File: config.mk
export PLATFORM = sky130hd
export DESIGN_NAME = traffic_interval_timer
export DESIGN_NICKNAME = d
export VERILOG_FILES = /design/src/rtl/traffic_interval_timer.sv
export SDC_FILE = /design/constraint.sdc
export NUM_CORES = 1
export LEC_CHECK = 0
export ABC_CLOCK_PERIOD_IN_PS = 2390
export CORE_ASPECT_RATIO = 1.1
export CORE_MARGIN = 4
export CORE_UTILIZATION = 48
export DETAILED_ROUTE_END_ITERATION = 16
export PLACE_DENSITY = 0.76
export SYNTH_ARGS = -nofsm -noshare
export SYNTH_HDL_FRONTEND = slang
export SYNTH_SLANG_ARGS = --single-unit
File: constraint.sdc
create_clock -name clk -period 2.39 [get_ports clk]
set_input_delay 0.478 -clock clk [delete_from_list [all_inputs] [get_ports clk]]
set_output_delay 0.478 -clock clk [all_outputs]
set_load 0.05 [all_outputs]
File: src/rtl/traffic_interval_timer.sv
// Interval counter, select tracker and car-sensor debouncer feeding the
// traffic-light controller FSM with its four branch flags.
module traffic_interval_timer #(
    parameter int CNT_W   = 8,
    parameter int T_YEL   = 4,
    parameter int T_RED   = 2,
    parameter int T_NGRN  = 10,
    parameter int T_EGRN  = 6,
    parameter int DEB_CYC = 3
) (
    input  logic             clk,
    input  logic             rst,
    input  logic             car_e,
    input  logic [1:0]       s_IC,
    input  logic             en_IC,
    output logic             not_r,
    output logic             c_and_l,
    output logic             en_s,
    output logic             l_or_notc,
    output logic             car_q,
    output logic [CNT_W-1:0] cnt_q
);

    localparam int DEB_W = (DEB_CYC > 1) ? $clog2(DEB_CYC) : 1;
    localparam logic [DEB_W-1:0] DEB_LAST = DEB_W'(DEB_CYC - 1);

    logic [1:0]       sel_q, sel_d;
    logic             sel_vld_q, sel_vld_d;
    logic [CNT_W-1:0] cnt_d;
    logic             sync1_q, car_s_q;
    logic [DEB_W-1:0] deb_cnt_q, deb_cnt_d;
    logic             car_d;
    logic             match, done;

    function automatic logic [CNT_W-1:0] reload_val(input logic [1:0] s);
        logic [CNT_W-1:0] v;
        case (s)
            2'b00:   v = CNT_W'(T_YEL - 1);
            2'b01:   v = CNT_W'(T_RED - 1);
            2'b10:   v = CNT_W'(T_NGRN - 1);
            default: v = CNT_W'(T_EGRN - 1);
        endcase
        return v;
    endfunction

    assign match = en_IC & sel_vld_q & (s_IC == sel_q);
    assign done  = (cnt_q == '0);

    // Any enabled cycle that does not continue the tracked select is a load.
    always_comb begin
        sel_d     = sel_q;
        sel_vld_d = sel_vld_q;
        cnt_d     = cnt_q;
        if (!en_IC) begin
            sel_vld_d = 1'b0;
        end else if (!match) begin
            cnt_d     = reload_val(s_IC);
            sel_d     = s_IC;
            sel_vld_d = 1'b1;
        end else if (!done) begin
            cnt_d = cnt_q - CNT_W'(1);
        end
    end

    always_comb begin
        car_d     = car_q;
        deb_cnt_d = '0;
        if (car_s_q != car_q) begin
            if (deb_cnt_q == DEB_LAST) begin
                car_d = car_s_q;
            end else begin
                deb_cnt_d = deb_cnt_q + DEB_W'(1);
            end
        end
    end

    always_ff @(posedge clk) begin
        if (rst) begin
            sel_q     <= 2'b00;
            sel_vld_q <= 1'b0;
            cnt_q     <= '0;
            sync1_q   <= 1'b0;
            car_s_q   <= 1'b0;
            deb_cnt_q <= '0;
            car_q     <= 1'b0;
        end else begin
            sel_q     <= sel_d;
            sel_vld_q <= sel_vld_d;
            cnt_q     <= cnt_d;
            sync1_q   <= car_e;
            car_s_q   <= sync1_q;
            deb_cnt_q <= deb_cnt_d;
            car_q     <= car_d;
        end
    end

    // Every flag is gated by match so a stale count never leaks across a load.
    assign en_s      = match & (sel_q == 2'b00) & done;
    assign not_r     = match & (sel_q == 2'b01) & done;
    assign c_and_l   = match & (sel_q == 2'b10) & done & car_q;
    assign l_or_notc = match & (sel_q == 2'b11) & (done | ~car_q);

endmodule
## After elaboration in Yosys (flattened, before gate mapping)

Index checks and enable logic that the tools add are counted.

- Output and inout port bits: 13
- Register bits after elaboration: 16
- Logic and storage cells: 45

- Add/sub/neg operators: 2
- Eq/ne operators: 9
- Mux-type cells: 3
- Reduce and logical (&&, ||, !) cells: 8
- Bitwise gates (word level): 16

Operators with widths:

| operator | number |
|---|---|
| $mux W8 | 2 |
| $pmux W4 S3 | 1 |
| $and A1 B1 Y1 | 11 |
| $eq A2 B2 Y1 const B | 4 |
| $logic_not A8 Y1 | 1 |
| $sub A8 B1 Y8 const B | 1 |
| $reduce_and A2 Y1 | 3 |
| $eq A2 B1 Y1 const B | 2 |
| $logic_not A2 Y1 | 2 |
| $not A1 Y1 | 4 |
| $reduce_or A3 Y1 | 1 |
| $add A2 B1 Y2 const B | 1 |
| $eq A2 B2 Y1 | 1 |
| $ne A2 B2 Y1 const B | 1 |
| $reduce_or A2 Y1 | 1 |
| $ne A1 B1 Y1 | 1 |
| $or A1 B1 Y1 | 1 |

## Longest topological paths before layout

Gate-level depths: netlist of run 1.

- Depth after elaboration: 5
- Mapped depth: 6

## Worst setup path before layout of run 1

Ideal clock, no wire load.

- Path kind: reg2out
- Start point: reg cnt_q[5]
- End point: out not_r
- Setup slack: -701 ps
- Arrival: 2613 ps
- Stages on the path, launching flop included: 6
- Buffers on the path: 1
- Cells stage by stage: dfxtp_1 nor4_1 and3_1 clkbuf_1 nand2_1 nor3b_1

- Word-level cells in the longest chain between the ends: 2

Ends and longest elaborated chain:

| element | RTL line | source |
|---|---|---|
| start: declaration | 21 | `output logic [CNT_W-1:0] cnt_q` |
| start signal: assignment | 89 | `cnt_q <= cnt_d;` |
| $logic_not A8 Y1 | 47 | `assign done = (cnt_q == '0);` |
| $and A1 B1 Y1 | 99 | `assign not_r = match & (sel_q == 2'b01) & done;` |
| end: declaration | 16 | `output logic not_r,` |

No other way between the ends.

## Worst setup path in the final report of run 1

- Start point: reg cnt_q[7]
- End point: out not_r

The elaborated chain is that of the path after synthesis.

==> summary.txt, run 1 <==
STA
  • Final hold violation count: 0
  • Final setup fails: 0
  • Crit path time final: 2.281 ns
  • Final worst clock skew: 0.004015 ns
  • F_max: 438.4 MHz
  • Tcrit/Tclk final: 95.44%
  • Pins over their slew limit: 0
  • RSZ-0062 raised after global routing: yes
  • Normalized max-slew margin: 66.29%
  • Worst Max-Slew Pin Slew: 0.4986 ns

Power
  • Leak: 0.4670 nW
  • Logic gate share of total power: 28.7%
  • Sw frac: 32.02%
  • NetSw: 0.0001940 W
  • Clock share of power: 22.4%
  • Internal: 0.0004117 W
  • Power Density: 482.7 nW/µm²
  • Flop pwr share: 49.0%
  • Worst vdd rail ir drop: 0.4062 mV
  • Final Total Pwr: 0.0006057 W

Yosys
  • Leading post-synthesis cells by cell area: dfxtp_1 (39%), nand2_1 (4.5%), or3_1 (3.8%), a21oi_1 (3.0%), ha_1 (3.0%)
  • Post-Syn Area: 829.5 µm²
  • Post-synth EDFFs: 0
  • Top cells by instance count after synthesis: dfxtp_1 (16), nand2_1 (10), nor2_1 (6)
  • Area leader, netlist: dfxtp_1
  • Ys async rst share: 0%
  • Top_reg_cell synth: dfxtp_1
  • Yosys reg bits: 16
  • Synth Warn #: 0
  • Post-synthesis sequential area ratio: 38.61%
  • Mapped Avg Cell Area: 8.295 µm²
  • Most frequent cell after synthesis: dfxtp_1
  • Count of cell types in the netlist: 35
  • Post-synth top area share: 38.61%
  • Post-Syn Nets: 108
  • Mapped Cells: 100

Drt
  • 1st-iter DRT viols: 17
  • Via total after detailed routing: 836
  • Remaining antenna violation count after routing: 0
  • Final wirelength: 2125 µm
  • # DRC: 0
  • Per-cell routed wire length: 14.76 µm
  • Initial DRT Pass Iterations: 4
  • Vias per Instance: 5.806

GRT
  • GRT overflow: 0
  • First-pass GRT wire length: 3622 µm
  • Pin count of the biggest net entering global routing: 18
  • Vias in the first global route: 789
  • Initial antenna violation count: 0
  • GRT Total Usage: 20.54%

Cells and area
  • Post-Route Utilization: 78.67%
  • Fill count: 106
  • P&R area growth vs syn: 51.28%
  • Share of layout cells above drive strength 1: 24.41%
  • Post-route cell area: 1255 µm²
  • # diodes: 0
  • Final net count: 137

CTS
  • Max Buffers Root-to-Sink: 2
  • Clock root cell: clkbuf_4
  • Hold-fix buffers, CTS: 0
  • CTS sink cnt: 16
  • CTS tree: built
  • CTS H-Tree Depth: 1
  • Skew-Pair Late Insertion Delay: 0.28 ns
  • CTS clock-pin slew for the worst setup and hold paths: 0.08 ns
  • Cts bufs inserted: 3

Placed design
  • Port Buffers: 18
  • Post-DP HPWL: 1580 µm
  • Placed inst area: 1150 µm²
  • Routability Congestion: 0.8118

Flow run
  • Max_cap viols: 0

Status
  • Status: completed

Critical path
  • CP arrival: 1.80 ns
  • Worst EP required: 1.91 ns
  • Critical path endpoint category: output pin
  • Kind of critical path: register to output pin
  • Startpoint Class: register
  • Max Fanout on Critical Path: 5

Floorplanning
  • Std cell rows: 15
  • Die width: 47.64 µm
  • Std-Cell Core Area: 1595 µm²
  • I/O pins: 19
  • Total Die Area: 2458 µm²
  • Initial core utilization: 52.00%
  • Die Y: 51.60 µm

Worst hold path
  • Hold Crit Class: register to register
==> placed cells by master (no fill, tap or decap), drive strengths merged, types with 3 or more instances in the layout <==
cell type / count
a21oi: 5
nand4: 3
clkbuf: 3
buf: 15
clkdlybuf4s50: 11
nor3: 5
o21ai: 5
dfxtp: 16
inv: 5
dlymetal6s2s: 3
or3: 5
nand2: 10
nor2: 6
nor2b: 3
==> per-layer routing <==
metal | up-vias | global-route usage, % | routed length, µm
met5 | - | 0 | 0
met4 | 0 | 11.66 | 47
met3 | 4 | 3.114 | 113
met2 | 30 | 32.14 | 1076
met1 | 377 | 25.89 | 887
li1 | 425 | - | -
==> through the flow <==
stage / hold WS, ns / std cells / TNS, ns / worst slack [ns]
CTS: 0.4168 / 142 / -0.01000 / -0.01000
detailed placement: 0.4043 / 139 / -0.2663 / -0.1660
finish: 0.4107 / 144 / 0 / 0.1089
floorplan: 0.3912 / 100 / -0.3975 / -0.2325
global placement: 0.3987 / 139 / -0.03735 / -0.03735
global route: 0.4269 / 144 / -0.01849 / -0.01849
==> area by class of cell <==
cell class / count / area (µm²) / area share [%]
clock buffer: 3 / 22.52 / 1.795
inverter: 5 / 18.77 / 1.496
multi-input combinational: 74 / 561.8 / 44.77
sequential: 16 / 320.3 / 25.52
tap: 17 / 21.27 / 1.695
timing repair buffer: 29 / 310.3 / 24.73
==> kinds of logic (layout without fill, tap and decap cells) <==
family | Yosys count | after routing | synth area share (%)
simple gates | 44 | 44 | 28.51
compound gates | 23 | 23 | 19.46
flops | 16 | 16 | 38.61
buf+inv | 10 | 37 | 4.827
xor+xnor | 3 | 3 | 3.168
fa+ha+maj | 2 | 2 | 3.016
mux | 2 | 2 | 2.413
==> flip-flops by register name (all words and copies together), names as in the netlist <==
signal     count
car_q          1
car_s_q        1
cnt_q          8
deb_cnt_q      2
sel_q          2
sel_vld_q      1
sync1_q        1
==> critical path, stage by stage, from the launching register on <==
cell,delay (ns)
dfxtp_1,0.37
nor4_4,0.33
and3_4,0.28
nand2_2,0.11
nor3b_4,0.26
buf_12,0.17
==> final timing paths <==
check | from | to | slack (ns) | cells after the start
worst max-delay path | cnt_q[7]$_SDFFE_PP0P_ | not_r | 0.11 | 5
worst min-delay path | deb_cnt_q[0]$_SDFF_PP0_ | deb_cnt_q[0]$_SDFF_PP0_ | 0.41 | 1
worst max register to register | sel_q[1]$_SDFFE_PP0P_ | cnt_q[2]$_SDFFE_PP0P_ | 0.43 | 5
worst min register to register | deb_cnt_q[0]$_SDFF_PP0_ | deb_cnt_q[0]$_SDFF_PP0_ | 0.41 | 1
==> power by group through the flow <==
stage / Sequential (W) / Clock, W / Combinational [W]
6_report: 0.000297 / 0.000135 / 0.000174
5_1_grt: 0.000299 / 0.000154 / 0.000187
4_1_cts: 0.000295 / 0.000140 / 0.000158
3_5_place_dp: 0.000301 / 0 / 0.000155
3_3_place_gp: 0.000300 / 0 / 0.000150
2_1_floorplan: 0.000324 / 0 / 0.0000729
==> repair_timing <==
item                                    in CTS  in global routing
setup buffers                                0                  2
pin swaps                                    3                  6
resized for setup                            4                 11
endpoints found under the setup margin       3                  4
Power figures use the tool's default switching activity.
==> inputs of run 2 (changes only) <==
--- a/config.mk
+++ b/config.mk
@@ -8,9 +8,11 @@
 export ABC_CLOCK_PERIOD_IN_PS = 2390
 export CORE_ASPECT_RATIO = 1.1
 export CORE_MARGIN = 4
-export CORE_UTILIZATION = 48
+export CORE_UTILIZATION = 45
 export DETAILED_ROUTE_END_ITERATION = 16
-export PLACE_DENSITY = 0.76
+export GPL_ROUTABILITY_DRIVEN = 0
+export PLACE_DENSITY = 0.72
+export SLEW_MARGIN = 20
 export SYNTH_ARGS = -nofsm -noshare
 export SYNTH_HDL_FRONTEND = slang
 export SYNTH_SLANG_ARGS = --single-unit
==> run 2 against run 1 <==
Compared with the run above: worst setup slack worse by 0.018 ns; sequential share of layout area increased by 0.41 points; global-route usage down 3.0 points; register-to-register slack barely moved; first-iteration DRC count up 59%; power grew 5.1%; flip-flop and latch count stayed put; die area grew 5.6%; critical path type unchanged; largest power group unchanged.
==> summary.txt, run 2 (synthesized netlist as in run 1, its figures left out) <==
Status
  • Status: completed

Critical path
  • Startpoint Class: register
  • CP arrival: 1.82 ns
  • Kind of critical path: register to output pin
  • Worst EP required: 1.91 ns
  • Max Fanout on Critical Path: 6
  • Critical path endpoint category: output pin

GRT
  • Initial antenna violation count: 0
  • Pin count of the biggest net entering global routing: 18
  • Vias in the first global route: 832
  • GRT overflow: 0
  • GRT Total Usage: 17.51%
  • First-pass GRT wire length: 3601 µm

Drt
  • Via total after detailed routing: 860
  • Remaining antenna violation count after routing: 0
  • # DRC: 0
  • Final wirelength: 2111 µm
  • 1st-iter DRT viols: 27
  • M1 WL: 901 µm
  • Initial DRT Pass Iterations: 6
  • Met2 WL: 1012 µm
  • Highest layer used for signal routing: met4
  • Per-cell routed wire length: 14.66 µm
  • Met3 wire length: 156 µm
  • Vias per Instance: 5.972

CTS
  • CTS tree: built
  • Clock root cell: clkbuf_4
  • CTS H-Tree Depth: 1
  • CTS clock-pin slew for the worst setup and hold paths: 0.09 ns
  • Cts bufs inserted: 3
  • Max Buffers Root-to-Sink: 2
  • Skew-Pair Late Insertion Delay: 0.28 ns
  • CTS sink cnt: 16
  • Post-CTS Setup Repair Bufs: 0

STA
  • Crit path time final: 2.299 ns
  • Final worst clock skew: 0.004054 ns
  • Worst Max-Slew Pin Slew: 0.5705 ns
  • Tcrit/Tclk final: 96.20%
  • Final setup fails: 0
  • Normalized max-slew margin: 61.61%
  • F_max: 434.9 MHz
  • Final hold violation count: 0
  • Setup TNS Final: 0 ns
  • Pins over their slew limit: 0

Power
  • Leak: 0.4540 nW
  • Power Density: 515.5 nW/µm²
  • Worst vdd rail ir drop: 0.3187 mV
  • Logic gate share of total power: 25.6%
  • Flop pwr share: 46.4%
  • Sw frac: 31.30%
  • NetSw: 0.0001992 W
  • Internal: 0.0004373 W
  • Final Total Pwr: 0.0006366 W
  • Clock share of power: 27.9%

Cells and area
  • Fill count: 148
  • P&R area growth vs syn: 48.87%
  • Final net count: 135
  • Register area: 320.3 µm²
  • # diodes: 0
  • Biggest regs: cnt_q x8, deb_cnt_q x2, sel_q x2
  • Post-Route Utilization: 70.10%
  • Finished Layout Cells: 144
  • Post-route cell area: 1235 µm²
  • Most common cell after layout, fill and taps aside: dfxtp_1
  • Register with the most flip-flops: cnt_q
  • Largest register FFs: 8
  • Most frequent cells in the layout: dfxtp_1 (16), clkdlybuf4s50_1 (11), buf_4 (9)
  • Area of the multi-input gates: 545.5 µm²
  • Share of layout cells above drive strength 1: 22.22%

Floorplanning
  • I/O pins: 19
  • Die width: 48.94 µm
  • Std cell rows: 16
  • Initial core utilization: 47.09%
  • Total Die Area: 2595 µm²
  • Die Y: 53.03 µm
  • Std-Cell Core Area: 1762 µm²

Placed design
  • Post-DP HPWL: 1490 µm
  • Port Buffers: 18
  • Placed inst area: 1151 µm²
  • Placed instance count: 140

Worst hold path
  • Hold Crit Class: register to register

Flow run
  • Max_cap viols: 0
[run 2: changes by cell type in the layout (fill, tap and decap cells not counted), sizes merged]
| cell | previous run | this run |
|---|---|---|
| dlygate4sd2 | 0 | 1 |
| dlymetal6s2s | 3 | 2 |
| clkbuf | 3 | 4 |
| buf | 15 | 13 |
[run 2: cell type report]
type / count / area share, %
tap: 18 / 1.824
clock buffer: 4 / 2.938
timing repair buffer: 27 / 23.61
sequential: 16 / 25.94
inverter: 5 / 1.520
multi-input combinational: 74 / 44.17
[run 2: per-stage QoR]
stage               setup slack, ns  hold slack, ns
floorplan                   -0.2325          0.3912
global placement           -0.03320          0.3986
detailed placement         -0.08740          0.4038
CTS                       0.0005689          0.4175
global route              -0.009246          0.4266
finish                      0.09087          0.4114
[run 2: critical path: stages, from the launching register on]
cell,delay (ns)
dfxtp_1,0.55
xor2_2,0.16
nor3_2,0.25
nand2_2,0.15
nor3b_4,0.26
buf_12,0.17
[run 2: power groups by stage]
stage	Clock [W]	Combinational, W	Sequential [W]
after floorplan	0	0.0000729	0.000324
after global placement	0	0.000153	0.000300
after detailed placement	0	0.000154	0.000300
after CTS	0.000182	0.000158	0.000295
after global routing	0.000196	0.000176	0.000298
final	0.000178	0.000163	0.000295
[run 2: repair_timing]
item,CTS,global route
hold buffers,0,0
pin swaps,4,4
gates resized for setup,6,5
endpoints found under the setup margin,3,4
[run 2: routing by layer]
metal,up-vias,track usage [%]
li1,421,-
met1,393,20.79
met2,40,29.78
met3,6,3.380
met4,0,9.417
met5,-,0
[run 2: worst paths after layout]
kind / startpoint / end / slack (ns) / cells past startpoint
worst max-delay path: sel_q[0]$_SDFFE_PP0P_ / not_r / 0.09 / 5
worst min-delay path: deb_cnt_q[0]$_SDFF_PP0_ / deb_cnt_q[0]$_SDFF_PP0_ / 0.41 / 1
worst max register to register: sel_q[1]$_SDFFE_PP0P_ / cnt_q[2]$_SDFFE_PP0P_ / 0.42 / 5
worst min register to register: deb_cnt_q[0]$_SDFF_PP0_ / deb_cnt_q[0]$_SDFF_PP0_ / 0.41 / 1
==> inputs of run 3 (changes only) <==
--- a/config.mk
+++ b/config.mk
@@ -5,7 +5,8 @@
 export SDC_FILE = /design/constraint.sdc
 export NUM_CORES = 1
 export LEC_CHECK = 0
-export ABC_CLOCK_PERIOD_IN_PS = 2390
+export ABC_CLOCK_PERIOD_IN_PS = 2700
+export CAP_MARGIN = 0
 export CORE_ASPECT_RATIO = 1.1
 export CORE_MARGIN = 4
 export CORE_UTILIZATION = 45
==> constraint.sdc (replaced) <==
create_clock -name clk -period 2.7 [get_ports clk]
set_input_delay 0.54 -clock clk [delete_from_list [all_inputs] [get_ports clk]]
set_output_delay 0.54 -clock clk [all_outputs]
set_load 0.05 [all_outputs]
==> run 3 against run 2 <==
Compared with the run above: sequential power decreased by 12%; power decreased by 13%; clock skew decreased by 0.0016 ns; first-iteration DRC count decreased by 15%; critical path depth unchanged; die area unchanged; cell area decreased by 5.1%; hold slack about the same; worst setup slack got worse by 0.020 ns; global-route usage decreased by 0.39 points; critical endpoint is now l_or_notc.
==> summary.txt, run 3 (synthesized netlist as in run 1, its figures left out) <==
GRT
  • GR Util met3: 3.099%
  • Initial antenna violation count: 0
  • GR Layer Usage met1: 20.51%
  • Busiest metal layer after global routing: met2
  • GRT Total Usage: 17.12%
  • M2 GR Usage: 28.48%
  • Pin count of the biggest net entering global routing: 18
  • First-pass GRT wire length: 3422 µm
  • GRT overflow: 0
  • Vias in the first global route: 773

CTS
  • Skew-Pair Late Insertion Delay: 0.29 ns
  • CTS clock-pin slew for the worst setup and hold paths: 0.09 ns
  • CTS H-Tree Depth: 1
  • # resized after CTS: 0
  • CTS sink cnt: 16
  • Post-CTS Setup Repair Bufs: 0
  • Clock root cell: clkbuf_4
  • Max Buffers Root-to-Sink: 2
  • Hold-fix buffers, CTS: 0
  • CTS tree: built
  • Cts bufs inserted: 3

Critical path
  • Slowest stage cell on the critical path: clkdlybuf4s50_1
  • Reg2reg setup slack: 0.77 ns
  • Startpoint Class: input port
  • Critical path depth: 5
  • Crit path cell chain: clkdlybuf4s50_1, xor2_1, or3_1, a211oi_2, buf_12
  • Kind of critical path: input port to output pin
  • RR Endpoint: cnt_q[2]$_SDFFE_PP0P_
  • Worst Path Buf+Inv: 2
  • Slowest stage delay, CP: 0.50 ns
  • Worst Setup EP: l_or_notc
  • CP arrival: 2.09 ns
  • Crit path from: s_IC[1]
  • Critical path endpoint category: output pin
  • Max Fanout on Critical Path: 4
  • Worst EP required: 2.16 ns
  • Delay-heaviest family, CP: buffers and inverters
  • R2R Path Start: sel_q[1]$_SDFFE_PP0P_
  • FF-to-FF path depth: 5

Cells and area
  • Final net count: 133
  • Post-route cell area: 1172 µm²
  • Largest register FFs: 8
  • P&R area growth vs syn: 41.33%
  • Biggest regs: cnt_q x8, deb_cnt_q x2, sel_q x2
  • Most frequent cells in the layout: dfxtp_1 (16), clkdlybuf4s50_1 (14), nand2_1 (10)
  • Fill count: 157
  • # diodes: 0
  • Share of layout cells above drive strength 1: 17.74%
  • Register area: 320.3 µm²
  • Area of the multi-input gates: 501.7 µm²
  • Register with the most flip-flops: cnt_q
  • Most common cell after layout, fill and taps aside: dfxtp_1

STA
  • Final worst clock skew: 0.002406 ns
  • Normalized max-slew margin: 61.12%
  • F_max: 380.4 MHz
  • Pins over their slew limit: 0
  • RSZ-0062 raised after global routing: no
  • Final hold violation count: 0
  • Final setup fails: 0
  • Setup TNS Final: 0 ns
  • Worst Max-Slew Pin Slew: 0.5779 ns
  • Crit path time final: 2.629 ns
  • Tcrit/Tclk final: 97.36%

Drt
  • Via total after detailed routing: 836
  • Final wirelength: 1965 µm
  • Vias per Instance: 5.887
  • # DRC: 0
  • Remaining antenna violation count after routing: 0
  • Initial DRT Pass Iterations: 4
  • 1st-iter DRT viols: 23
  • Per-cell routed wire length: 13.84 µm

Power
  • Power Density: 471.3 nW/µm²
  • Leak: 0.4119 nW
  • Worst vdd rail ir drop: 0.2278 mV
  • Final Total Pwr: 0.0005525 W

Floorplanning
  • Die Y: 53.03 µm
  • I/O pins: 19
  • Std-Cell Core Area: 1762 µm²
  • Initial core utilization: 47.09%
  • Die width: 48.94 µm
  • Total Die Area: 2595 µm²
  • Std cell rows: 16

Worst hold path
  • Hold Crit Class: register to register

Flow run
  • Max_cap viols: 0

Placed design
  • Placed inst area: 1124 µm²
  • Port Buffers: 18
  • Post-DP HPWL: 1489 µm

Status
  • Status: completed
-- run 3: cell count changes in the layout (fill, tap and decap cells not counted), sizes merged --
cell | previous run | this run
dlymetal6s2s | 2 | 0
clkdlybuf4s50 | 11 | 14
buf | 13 | 11
dlygate4sd2 | 1 | 0
-- run 3: metrics by stage --
stage	utilization [%]	hold WS, ns	setup WS, ns	std cells
3_5_place_dp	63.78	0.4037	0.06069	138
4_1_cts	65.84	0.4169	0.05983	142
2_1_floorplan	-	0.3912	-0.003630	100
5_1_grt	66.55	0.4366	0.001341	142
3_3_place_gp	63.78	0.3983	0.1232	138
6_report	66.55	0.4111	0.07136	142
-- run 3: layout make-up --
type | count | share of cell area (%)
clock buffers | 4 | 3.095
multi-input cells | 74 | 42.80
flip-flops and latches | 16 | 27.32
inverters | 5 | 1.601
well taps | 18 | 1.921
repair buffers | 25 | 23.27
-- run 3: report_power, final --
| group | internal (W) | switching (W) | leakage (nW) | total, W |
|---|---|---|---|---|
| Combinational | 0.0000535 | 0.0000813 | 0.260 | 0.000135 |
| Sequential | 0.000247 | 0.0000130 | 0.131 | 0.000260 |
| Clock | 0.0000823 | 0.0000753 | 0.0210 | 0.000158 |
-- run 3: worst min path at each step --
stage                            startpoint                       to  slack, ns  depth (start not counted)
floorplan           deb_cnt_q[0]$_SDFF_PP0_  deb_cnt_q[0]$_SDFF_PP0_       0.39                          1
global placement    deb_cnt_q[0]$_SDFF_PP0_  deb_cnt_q[0]$_SDFF_PP0_       0.40                          1
detailed placement  deb_cnt_q[0]$_SDFF_PP0_  deb_cnt_q[0]$_SDFF_PP0_       0.40                          1
CTS                 deb_cnt_q[0]$_SDFF_PP0_  deb_cnt_q[0]$_SDFF_PP0_       0.42                          1
global route        deb_cnt_q[0]$_SDFF_PP0_  deb_cnt_q[0]$_SDFF_PP0_       0.44                          1
finish              deb_cnt_q[0]$_SDFF_PP0_  deb_cnt_q[0]$_SDFF_PP0_       0.41                          1
-- run 3: metal layers --
layer,up-vias,part of all wire (%)
met2,30,48
met4,0,2.0
met1,378,44
met3,5,5.5
li1,423,-
met5,-,0
